File: src/rtl/jk_bank_sched.sv
// Round-robin scheduler that time-shares one bank of JK flops between NREQ requesters.
// Optional read-back verification of every op is compiled in with JK_BANK_VERIFY_EN.
module jk_bank_sched #(
  parameter int WIDTH = 8,
  parameter int NREQ  = 4
) (
  input  logic                    clk,
  input  logic                    reset,
  input  logic [NREQ-1:0]         req,
  input  logic [2*NREQ-1:0]       op,
  input  logic [NREQ*WIDTH-1:0]   mask,
  output logic [NREQ-1:0]         gnt,
  output logic                    busy,
  output logic [WIDTH-1:0]        j_out,
  output logic [WIDTH-1:0]        k_out,
  input  logic [WIDTH-1:0]        q_in,
  output logic [WIDTH-1:0]        rdata,
  output logic                    done,
  output logic                    err
);

  localparam int PW = (NREQ > 1) ? $clog2(NREQ) : 1;

  typedef enum logic [1:0] {IDLE, DRIVE, SETTLE} state_t;

  state_t           state;
  logic [PW-1:0]    ptr;
  logic [PW-1:0]    cand;
  logic [PW-1:0]    win_idx;
  logic             win_vld;
  logic [1:0]       win_op;
  logic [WIDTH-1:0] win_mask;
  logic             verify_miss;

  // Modulo-NREQ increment that also works when NREQ is not a power of two.
  function automatic logic [PW-1:0] wrap_inc(input logic [PW-1:0] base, input int off);
    int s;
    s = int'(base) + off;
    if (s >= NREQ) s = s - NREQ;
    return s[PW-1:0];
  endfunction

  function automatic logic [WIDTH-1:0] j_of(input logic [1:0] o, input logic [WIDTH-1:0] m);
    return o[1] ? m : '0;
  endfunction

  function automatic logic [WIDTH-1:0] k_of(input logic [1:0] o, input logic [WIDTH-1:0] m);
    return o[0] ? m : '0;
  endfunction

  // First requester at or after the pointer wins.
  always_comb begin
    win_vld = 1'b0;
    win_idx = '0;
    cand    = '0;
    for (int k = 0; k < NREQ; k++) begin
      cand = wrap_inc(ptr, k);
      if (!win_vld && req[cand]) begin
        win_vld = 1'b1;
        win_idx = cand;
      end
    end
  end

  always_comb begin
    win_op   = '0;
    win_mask = '0;
    for (int i = 0; i < NREQ; i++) begin
      if (win_idx == PW'(i)) begin
        win_op   = op[2*i +: 2];
        win_mask = mask[WIDTH*i +: WIDTH];
      end
    end
  end

  // ---- IDLE -> DRIVE -> SETTLE -> IDLE
  always_ff @(posedge clk or negedge reset) begin
    if (!reset) begin
      state <= IDLE;
      ptr   <= '0;
      gnt   <= '0;
      busy  <= 1'b0;
      j_out <= '0;
      k_out <= '0;
      rdata <= '0;
      done  <= 1'b0;
      err   <= 1'b0;
    end else begin
      gnt  <= '0;
      done <= 1'b0;
      err  <= 1'b0;
      case (state)
        IDLE: begin
          if (win_vld) begin
            state <= DRIVE;
            gnt   <= NREQ'(1) << win_idx;
            busy  <= 1'b1;
            j_out <= j_of(win_op, win_mask);
            k_out <= k_of(win_op, win_mask);
            ptr   <= wrap_inc(win_idx, 1);
          end
        end
        DRIVE: begin
          state <= SETTLE;
          j_out <= '0;
          k_out <= '0;
        end
        SETTLE: begin
          state <= IDLE;
          busy  <= 1'b0;
          rdata <= q_in;
          done  <= 1'b1;
          err   <= verify_miss;
        end
        default: state <= IDLE;
      endcase
    end
  end

`ifdef JK_BANK_VERIFY_EN
  logic [1:0]       op_p1;
  logic [WIDTH-1:0] mask_p1;
  logic [WIDTH-1:0] old_p1;

  function automatic logic [WIDTH-1:0] expect_q(input logic [1:0] o, input logic [WIDTH-1:0] m,
                                                input logic [WIDTH-1:0] old);
    case (o)
      2'b01:   return old & ~m;
      2'b10:   return old | m;
      2'b11:   return old ^ m;
      default: return old;
    endcase
  endfunction

  // ---- snapshot at grant; compared against the bank in SETTLE
  always_ff @(posedge clk) begin
    if (state == IDLE && win_vld) begin
      op_p1   <= win_op;
      mask_p1 <= win_mask;
      old_p1  <= q_in;
    end
  end

  assign verify_miss = (q_in != expect_q(op_p1, mask_p1, old_p1));
`else
  assign verify_miss = 1'b0;
`endif

endmodule

File: config.mk
export PLATFORM = sky130hd
export DESIGN_NAME = jk_bank_sched
export DESIGN_NICKNAME = d
export VERILOG_FILES = /design/src/rtl/jk_bank_sched.sv
export SDC_FILE = /design/constraint.sdc
export NUM_CORES = 1
export LEC_CHECK = 0
export CORE_MARGIN = 2
export CORE_UTILIZATION = 51
export DETAILED_ROUTE_END_ITERATION = 6
export DONT_BUFFER_PORTS = 1
export PLACE_DENSITY = 0.68
export SLEW_MARGIN = 20
export SYNTH_ARGS = -nofsm -noshare
export SYNTH_HDL_FRONTEND = slang
export SYNTH_SLANG_ARGS = --single-unit
File: constraint.sdc
create_clock -name clk -period 2.8 [get_ports clk]
set_input_delay 0.7 -clock clk [delete_from_list [all_inputs] [get_ports clk]]
set_output_delay 0.7 -clock clk [all_outputs]
set_load 0.01 [all_outputs]
==> flow_summary.json, run 1 <==
{
  "status": "complete, no violations",
  "dr_total_vias": 1280,
  "core_area_um2": 3100,
  "synthTopCellsByArea": "dfrtp_1 51%, nand2_1 7.4%, mux2_2 6.0%",
  "postRouteAntennaNets": 0,
  "grt_overflow": 0,
  "die_height_um": 61.4,
  "syn-cell-area_um2": 1680,
  "fillCellCount": 315,
  "drive_above_1_share": 0.109,
  "synth_top_area_share": 0.507,
  "stdcell_area_um2": 1770,
  "cp-startpoint": "ptr[1]$_DFFE_PN0P_",
  "ios": 85,
  "insertion_delay_ps": 330,
  "first_iter_violations": 67,
  "r2r_start": "ptr[1]$_DFFE_PN0P_",
  "fin_crit_sh": 0.902,
  "nets": 233,
  "path_cells": "mux2i_1 > and2_0 > a311o_1 > ha_1 > nor2_1 > o211ai_1 > o2111ai_1 > o21ai_0",
  "rows": 20,
  "slew_headroom": 0.480,
  "place_hpwl_um": 3050,
  "yosysTopAreaCell": "dfrtp_1",
  "viasPerCell": 5.87,
  "clk_path_buf_depth": 2,
  "cpMaxStageDelayCell": "dfrtp_1",
  "regArea_um2": 851,
  "cts.sinks": 34,
  "yosysSeqAreaShare": 0.507,
  "numCtsBuffers": 5,
  "cts_tree": "done",
  "port_buffers": 0,
  "hold_path.class": "input port to async pin",
  "path_clk_slew_ps": 100,
  "gp_congestion": 0.761,
  "endpoint_kind": "flip-flop",
  "rsz0062_at_grt": "false",
  "final_common_cell": "dfrtp_1",
  "grt_antenna_before_repair": 0,
  "worstPathArrival_ps": 2710,
  "syn_inst": 174,
  "cts_setup_buffers": 0,
  "slowest_delay_ps": 450,
  "ctsResizeCount": 0,
  "area_growth_pct": 5.22,
  "grt_max_degree": 35,
  "multiInputGateArea_um2": 753,
  "start_kind": "flip-flop",
  "syn-num-nets": 232,
  "syn_area_per_cell_um2": 9.65,
  "firstDrtPassIters": 4,
  "synth_seq_cells": 34,
  "worstMarginPinSlew_ps": 779,
  "ctsHoldBuffers": 0,
  "reg2reg_slack_ps": 270,
  "timing.hold.ws_ps": 52.7,
  "hold_viol_final": 0,
  "leakage_nw": 0.766,
  "grt_pass1_vias": 1289,
  "powerDensity_nw_per_um2": 1120,
  "root_buffer": "clkbuf_4",
  "dieArea_um2": 3770,
  "fin_crit_ps": 2530,
  "cp_max_fo": 11,
  "layout_common_cells": "34 x dfrtp_1, 33 x nand2_1, 20 x o21ai_0",
  "report.final.slew_viol_count": 0,
  "r2r_end": "k_out[5]$_DFFE_PN0P_",
  "placed_area_um2": 1720,
  "critPathBufInv": 0,
  "crit_type": "flip-flop to flip-flop",
  "fp.dieW_um": 61.4,
  "setup_viol": 0,
  "fin_skew_ps": 13.7,
  "r2r_cells": 8,
  "grt_pass1_wl_um": 5930,
  "wl_per_cell_um": 17.6,
  "gr-usage-all-layers": 0.222,
  "cts_max_level": 2,
  "max_freq_ghz": 0.396,
  "tns_ps": 0,
  "peakVddDrop_mv": 0.482,
  "synth_cell_types": 32,
  "antenna_cells": 0,
  "crit_family": "compound AO/OA/AOI/OAI gates",
  "worst_ep_required_time_ps": 2990,
  "drt_wl_total_um": 3850,
  "route.detailed.drc": 0,
  "cap_violations": 0,
  "yosys_warnings": 0,
  "start_util": 0.541
}
-- worst max-delay path by stage --
stage / cells past startpoint / end
floorplan: 9 / k_out[7]$_DFFE_PN0P_
global placement: 8 / k_out[5]$_DFFE_PN0P_
finish: 8 / k_out[5]$_DFFE_PN0P_
CTS: 8 / k_out[2]$_DFFE_PN0P_
global route: 9 / j_out[1]$_DFFE_PN0P_
detailed placement: 8 / k_out[2]$_DFFE_PN0P_
-- worst reg2reg max path: cells and delay by family, from the launching register on --
| kind | cells | cell delay (ps) |
|---|---|---|
| AO/OA/AOI/OAI | 4 | 950 |
| AND/OR/NAND/NOR | 2 | 490 |
| flip-flops | 1 | 450 |
| adder cells (fa/ha/maj) | 1 | 360 |
| multiplexers | 1 | 140 |
-- final cells by class --
cell class,count,area share
Timing Repair Buffer,3,0.0127
Sequential cell,34,0.482
Tap cell,44,0.0312
Multi-Input combinational cell,122,0.426
Inverter,9,0.0191
Clock buffer,6,0.0290
-- layer usage --
| metal | vias to the layer above | part of all wire | wire (um) | global-route usage |
|---|---|---|---|---|
| li1 | 608 | - | - | - |
| met1 | 595 | 0.41 | 1580 | 0.275 |
| met2 | 71 | 0.46 | 1770 | 0.331 |
| met3 | 6 | 0.11 | 431 | 0.103 |
| met4 | 0 | 0.015 | 57 | 0.100 |
| met5 | - | 0 | 0 | 0 |
-- kinds of logic (layout without fill, tap and decap cells) --
| family | after synthesis | in the layout | synth area share |
|---|---|---|---|
| AOI/OAI and AO/OA | 54 | 54 | 0.204 |
| and+or+nand+nor | 53 | 53 | 0.146 |
| DFF | 34 | 34 | 0.507 |
| buffers and inverters | 18 | 18 | 0.0447 |
| muxes | 10 | 10 | 0.0663 |
| adders and majority gates | 4 | 4 | 0.0298 |
| other | 1 | 1 | 0.00223 |
-- metrics by stage --
stage               worst slack [ps]   util  total power (W)  cells
global route                    78.6  0.569          0.00216    218
floorplan                        351      -          0.00153    174
finish                           274  0.569          0.00198    218
global placement                 211  0.553          0.00169    212
detailed placement               130  0.553          0.00174    212
CTS                              283  0.569          0.00200    218
-- synth_stat cells --
cell type / number
a2bb2oi_1: 1
nor4_1: 1
nor3_2: 1
inv_1: 9
o22a_1: 1
a311o_1: 1
and2_0: 1
o32a_1: 1
o211ai_1: 7
o2111ai_1: 5
o31ai_1: 1
o22ai_1: 1
ha_1: 4
mux2i_1: 1
conb_1: 1
nor2b_1: 1
nand3b_1: 1
nand2_1: 33
nand3_1: 1
buf_2: 3
and2_1: 4
o21ai_0: 20
mux2_2: 9
o21ai_1: 1
clkbuf_1: 5
nand2b_1: 7
nor2_1: 3
buf_4: 1
a22oi_1: 4
a21oi_1: 9
a21o_1: 2
dfrtp_1: 34
-- registers in the layout, summed over array words and instances (netlist names) --
register,count
state,2
j_out,8
rdata,8
gnt,4
k_out,8
busy,1
ptr,2
done,1
-- power breakdown --
group	switching (W)	internal, W
sequential	0.000238	0.000700
clock	0.000144	0.000113
combinational	0.000458	0.000327
(Power assumes the default switching activity.)
==> run 2: changes to the inputs <==
--- a/config.mk
+++ b/config.mk
@@ -5,11 +5,12 @@
 export SDC_FILE = /design/constraint.sdc
 export NUM_CORES = 1
 export LEC_CHECK = 0
+export CORE_ASPECT_RATIO = 1.25
 export CORE_MARGIN = 2
-export CORE_UTILIZATION = 51
+export CORE_UTILIZATION = 52
 export DETAILED_ROUTE_END_ITERATION = 6
 export DONT_BUFFER_PORTS = 1
-export PLACE_DENSITY = 0.68
+export PLACE_DENSITY = 0.69
 export SLEW_MARGIN = 20
 export SYNTH_ARGS = -nofsm -noshare
 export SYNTH_HDL_FRONTEND = slang
==> flow_summary.json, run 2 (synthesized netlist as in run 1, its figures left out) <==
{
  "rows": 23,
  "grt_antenna_before_repair": 0,
  "start_kind": "flip-flop",
  "critPathBufInv": 1,
  "crit_family": "compound AO/OA/AOI/OAI gates",
  "cts.sinks": 34,
  "path_clk_slew_ps": 70,
  "layout_common_cells": "34 x dfrtp_1, 33 x nand2_1, 20 x o21ai_0",
  "fin_crit_ps": 2450,
  "cp-startpoint": "ptr[1]$_DFFE_PN0P_",
  "fin_crit_sh": 0.875,
  "gp_congestion": 0.782,
  "endpoint_kind": "flip-flop",
  "viasPerCell": 5.98,
  "fp.dieW_um": 54.8,
  "first_iter_violations": 15,
  "fin_util": 0.573,
  "setup_viol": 0,
  "antenna_cells": 0,
  "dieArea_um2": 3700,
  "top_layer": "met4",
  "fin_skew_ps": 4.06,
  "place_hpwl_um": 2820,
  "wl_met1_um": 1340,
  "root_buffer": "clkbuf_8",
  "dr_total_vias": 1273,
  "grt_max_degree": 35,
  "rsz0062_at_grt": "false",
  "cts_setup_buffers": 0,
  "placed_area_um2": 1710,
  "status": "complete, no violations",
  "wl_per_cell_um": 16.3,
  "final_common_cell": "dfrtp_1",
  "drive_above_1_share": 0.114,
  "slowest_delay_ps": 430,
  "peakVddDrop_mv": 0.614,
  "area_growth_pct": 7.08,
  "ios": 85,
  "max_freq_ghz": 0.408,
  "cts_tree": "done",
  "drt_wl_total_um": 3470,
  "crit_type": "flip-flop to flip-flop",
  "report.final.slew_viol_count": 0,
  "nets": 233,
  "powerDensity_nw_per_um2": 1140,
  "ctsHoldBuffers": 0,
  "worstPathArrival_ps": 2640,
  "r2r_start": "ptr[1]$_DFFE_PN0P_",
  "cp_max_fo": 14,
  "ctsResizeCount": 0,
  "reg_top3": "j_out (8), k_out (8), rdata (8)",
  "grt_pass1_vias": 1247,
  "grt_pass1_wl_um": 5500,
  "insertion_delay_ps": 270,
  "cpMaxStageDelayCell": "dfrtp_1",
  "cts_max_level": 2,
  "clk_path_buf_depth": 2,
  "met3_length_um": 451,
  "path_cells": "mux2i_1 > and2_0 > a311o_1 > inv_1 > ha_1 > nand2_1 > o211ai_1 > nand3_1 > o21ai_0",
  "numCtsBuffers": 5,
  "hold_viol_final": 0,
  "postRouteAntennaNets": 0,
  "tns_ps": 0,
  "leakage_nw": 0.784,
  "worstMarginPinSlew_ps": 775,
  "port_buffers": 0,
  "hold_path.class": "input port to async pin",
  "grt_overflow": 0,
  "gr-usage-all-layers": 0.203,
  "worst_ep_required_time_ps": 2990,
  "route.detailed.drc": 0,
  "timing.hold.ws_ps": 113,
  "cap_violations": 0,
  "stdcell_area_um2": 1800,
  "start_util": 0.535,
  "core_area_um2": 3140,
  "die_height_um": 67.5,
  "slew_headroom": 0.482,
  "met2_length_um": 1640,
  "firstDrtPassIters": 4
}
[run 2: changes by cell type in the layout (fill, tap and decap cells not counted)]
cell / previous run / this run
clkinv_2: 0 / 1
clkbuf_8: 1 / 6
clkbuf_4: 5 / 0
clkbuf_1: 0 / 1
[run 2: per-stage QoR]
step / instances / setup WS, ps / total power [W]
after floorplan: 174 / 351 / 0.00153
after global placement: 205 / 265 / 0.00168
after detailed placement: 205 / 132 / 0.00172
after CTS: 213 / 320 / 0.00208
after global routing: 213 / 67.0 / 0.00225
final: 213 / 350 / 0.00205
[run 2: cell type report]
type / instances / area, um^2
clock buffer: 7 / 86.3
timing repair buffer: 3 / 22.5
multi-input combinational: 122 / 753
inverter: 9 / 33.8
fill: 282 / 1340
clock inverter: 1 / 5.00
sequential: 34 / 851
tap: 37 / 46.3
[run 2: where the power goes]
| group | switching (W) | internal (W) |
|---|---|---|
| registers | 0.000235 | 0.000702 |
| logic | 0.000435 | 0.000326 |
| clock network | 0.000154 | 0.000198 |
[run 2: layer usage]
layer  up-vias  GRT usage
met1       587      0.251
met3         4     0.0752
met4         0     0.0563
met2        75      0.327
met5         -          0
li1        607          -
[run 2: final timing paths]
path / slack, ps / depth (start not counted) / to
setup / recovery: 350 / 9 / j_out[5]$_DFFE_PN0P_
hold / removal: 110 / 0 / j_out[3]$_DFFE_PN0P_
setup reg to reg: 350 / 9 / j_out[5]$_DFFE_PN0P_
hold reg to reg: 520 / 1 / state[1]$_DFFE_PN0P_
max in group asynchronous: 2610 / 0 / rdata[7]$_DFFE_PN0P_
min in group clk: 520 / 1 / state[1]$_DFFE_PN0P_
==> run 3: changes to the inputs <==
--- a/config.mk
+++ b/config.mk
@@ -7,10 +7,11 @@
 export LEC_CHECK = 0
 export CORE_ASPECT_RATIO = 1.25
 export CORE_MARGIN = 2
-export CORE_UTILIZATION = 52
+export CORE_UTILIZATION = 50
 export DETAILED_ROUTE_END_ITERATION = 6
 export DONT_BUFFER_PORTS = 1
-export PLACE_DENSITY = 0.69
+export PLACE_DENSITY = 0.67
+export RECOVER_POWER = 100
 export SLEW_MARGIN = 20
 export SYNTH_ARGS = -nofsm -noshare
 export SYNTH_HDL_FRONTEND = slang
==> flow_summary.json, run 3 (synthesized netlist as in run 1, its figures left out) <==
{
  "cts_tree": "done",
  "rsz0062_at_grt": "false",
  "first_iter_violations": 27,
  "worstPathArrival_ps": 2650,
  "stdcell_area_um2": 1800,
  "firstDrtPassIters": 4,
  "powerDensity_nw_per_um2": 1150,
  "hold_viol_final": 0,
  "fp.dieW_um": 55.8,
  "status": "complete, no violations",
  "fin_crit_ps": 2500,
  "rows": 23,
  "start_util": 0.521,
  "cp_max_fo": 11,
  "reg_top3": "j_out (8), k_out (8), rdata (8)",
  "wl_per_cell_um": 16.8,
  "start_kind": "flip-flop",
  "insertion_delay_ps": 280,
  "crit_type": "flip-flop to flip-flop",
  "report.final.slew_viol_count": 0,
  "numCtsBuffers": 5,
  "grt_overflow": 0,
  "r2r_cells": 8,
  "use_met2": 0.327,
  "grt_antenna_before_repair": 0,
  "drive_above_1_share": 0.114,
  "fin_skew_ps": 5.46,
  "die_height_um": 68.8,
  "max_freq_ghz": 0.400,
  "route.detailed.drc": 0,
  "root_buffer": "clkbuf_8",
  "path_clk_slew_ps": 70,
  "peakVddDrop_mv": 0.899,
  "clk_path_buf_depth": 2,
  "layout_common_cells": "34 x dfrtp_1, 33 x nand2_1, 21 x o21ai_0",
  "busiest_layer": "met2",
  "ios": 85,
  "dr_total_vias": 1260,
  "area_growth_pct": 7.08,
  "endpoint_kind": "flip-flop",
  "slew_headroom": 0.478,
  "worstMarginPinSlew_ps": 778,
  "grt_pass1_wl_um": 5930,
  "nets": 233,
  "fillCellCount": 298,
  "ctsResizeCount": 0,
  "grt_pass1_vias": 1221,
  "gp_congestion": 0.876,
  "port_buffers": 0,
  "core_area_um2": 3220,
  "worst_ep_required_time_ps": 2950,
  "fin_crit_sh": 0.893,
  "cap_violations": 0,
  "tns_ps": 0,
  "leakage_nw": 0.782,
  "gr-usage-all-layers": 0.203,
  "cts.sinks": 34,
  "cts_setup_buffers": 0,
  "setup_viol": 0,
  "postRouteAntennaNets": 0,
  "grt_max_degree": 35,
  "grt_use_met3": 0.0709,
  "antenna_cells": 0,
  "placed_area_um2": 1710,
  "dieArea_um2": 3840,
  "hold_path.class": "input port to async pin",
  "final_common_cell": "dfrtp_1",
  "reg2reg_slack_ps": 300,
  "cts_max_level": 2,
  "ctsHoldBuffers": 0,
  "globalRouteMet1Util": 0.257,
  "viasPerCell": 5.92,
  "drt_wl_total_um": 3570,
  "place_hpwl_um": 2810
}
-- run 3: cell counts in the layout (fill, tap and decap cells not counted) --
No cell type changed its count.
-- run 3: cell type report --
class                      count  area, um^2  share of cell area
sequential                    34         851               0.473
multi-input combinational    122         753               0.419
clock buffer                   7        86.3              0.0480
tap                           37        46.3              0.0257
inverter                       9        33.8              0.0188
timing repair buffer           3        22.5              0.0125
clock inverter                 1        5.00             0.00278
-- run 3: worst max-delay path, cell delays in order (launching register included) --
cell	delay [ps]
dfrtp_1	440
mux2i_1	150
and2_0	160
a311o_1	380
ha_1	360
nor2_1	350
o211ai_1	170
o2111ai_1	210
o21ai_0	150
-- run 3: metal layers --
metal	up-vias	wire length [um]
met5	-	0
met4	0	51
met3	5	349
met2	68	1650
met1	580	1520
li1	607	-
-- run 3: worst paths after layout --
check | from | to
min reg2reg | state[1]$_DFFE_PN0P_ | state[1]$_DFFE_PN0P_
min in group clk | state[1]$_DFFE_PN0P_ | state[1]$_DFFE_PN0P_
max in group asynchronous | reset | j_out[3]$_DFFE_PN0P_
max reg2reg | ptr[1]$_DFFE_PN0P_ | k_out[7]$_DFFE_PN0P_
min | reset | k_out[4]$_DFFE_PN0P_
max | ptr[1]$_DFFE_PN0P_ | k_out[7]$_DFFE_PN0P_
-- run 3: stage by stage --
step / power (W) / util / hold WS (ps) / setup slack [ps] / std cells
2_1_floorplan: 0.00153 / - / 404 / 351 / 174
3_3_place_gp: 0.00169 / 0.530 / 405 / 260 / 205
3_5_place_dp: 0.00172 / 0.530 / 405 / 125 / 205
4_1_cts: 0.00209 / 0.558 / 98.3 / 294 / 213
5_1_grt: 0.00224 / 0.558 / 91.7 / 28.5 / 213
6_report: 0.00206 / 0.558 / 110 / 299 / 213
-- run 3: power breakdown --
| part | switching (W) | leakage [nW] | internal (W) |
|---|---|---|---|
| registers | 0.000234 | 0.436 | 0.000702 |
| clock network | 0.000161 | 0.0482 | 0.000198 |
| logic | 0.000443 | 0.298 | 0.000324 |
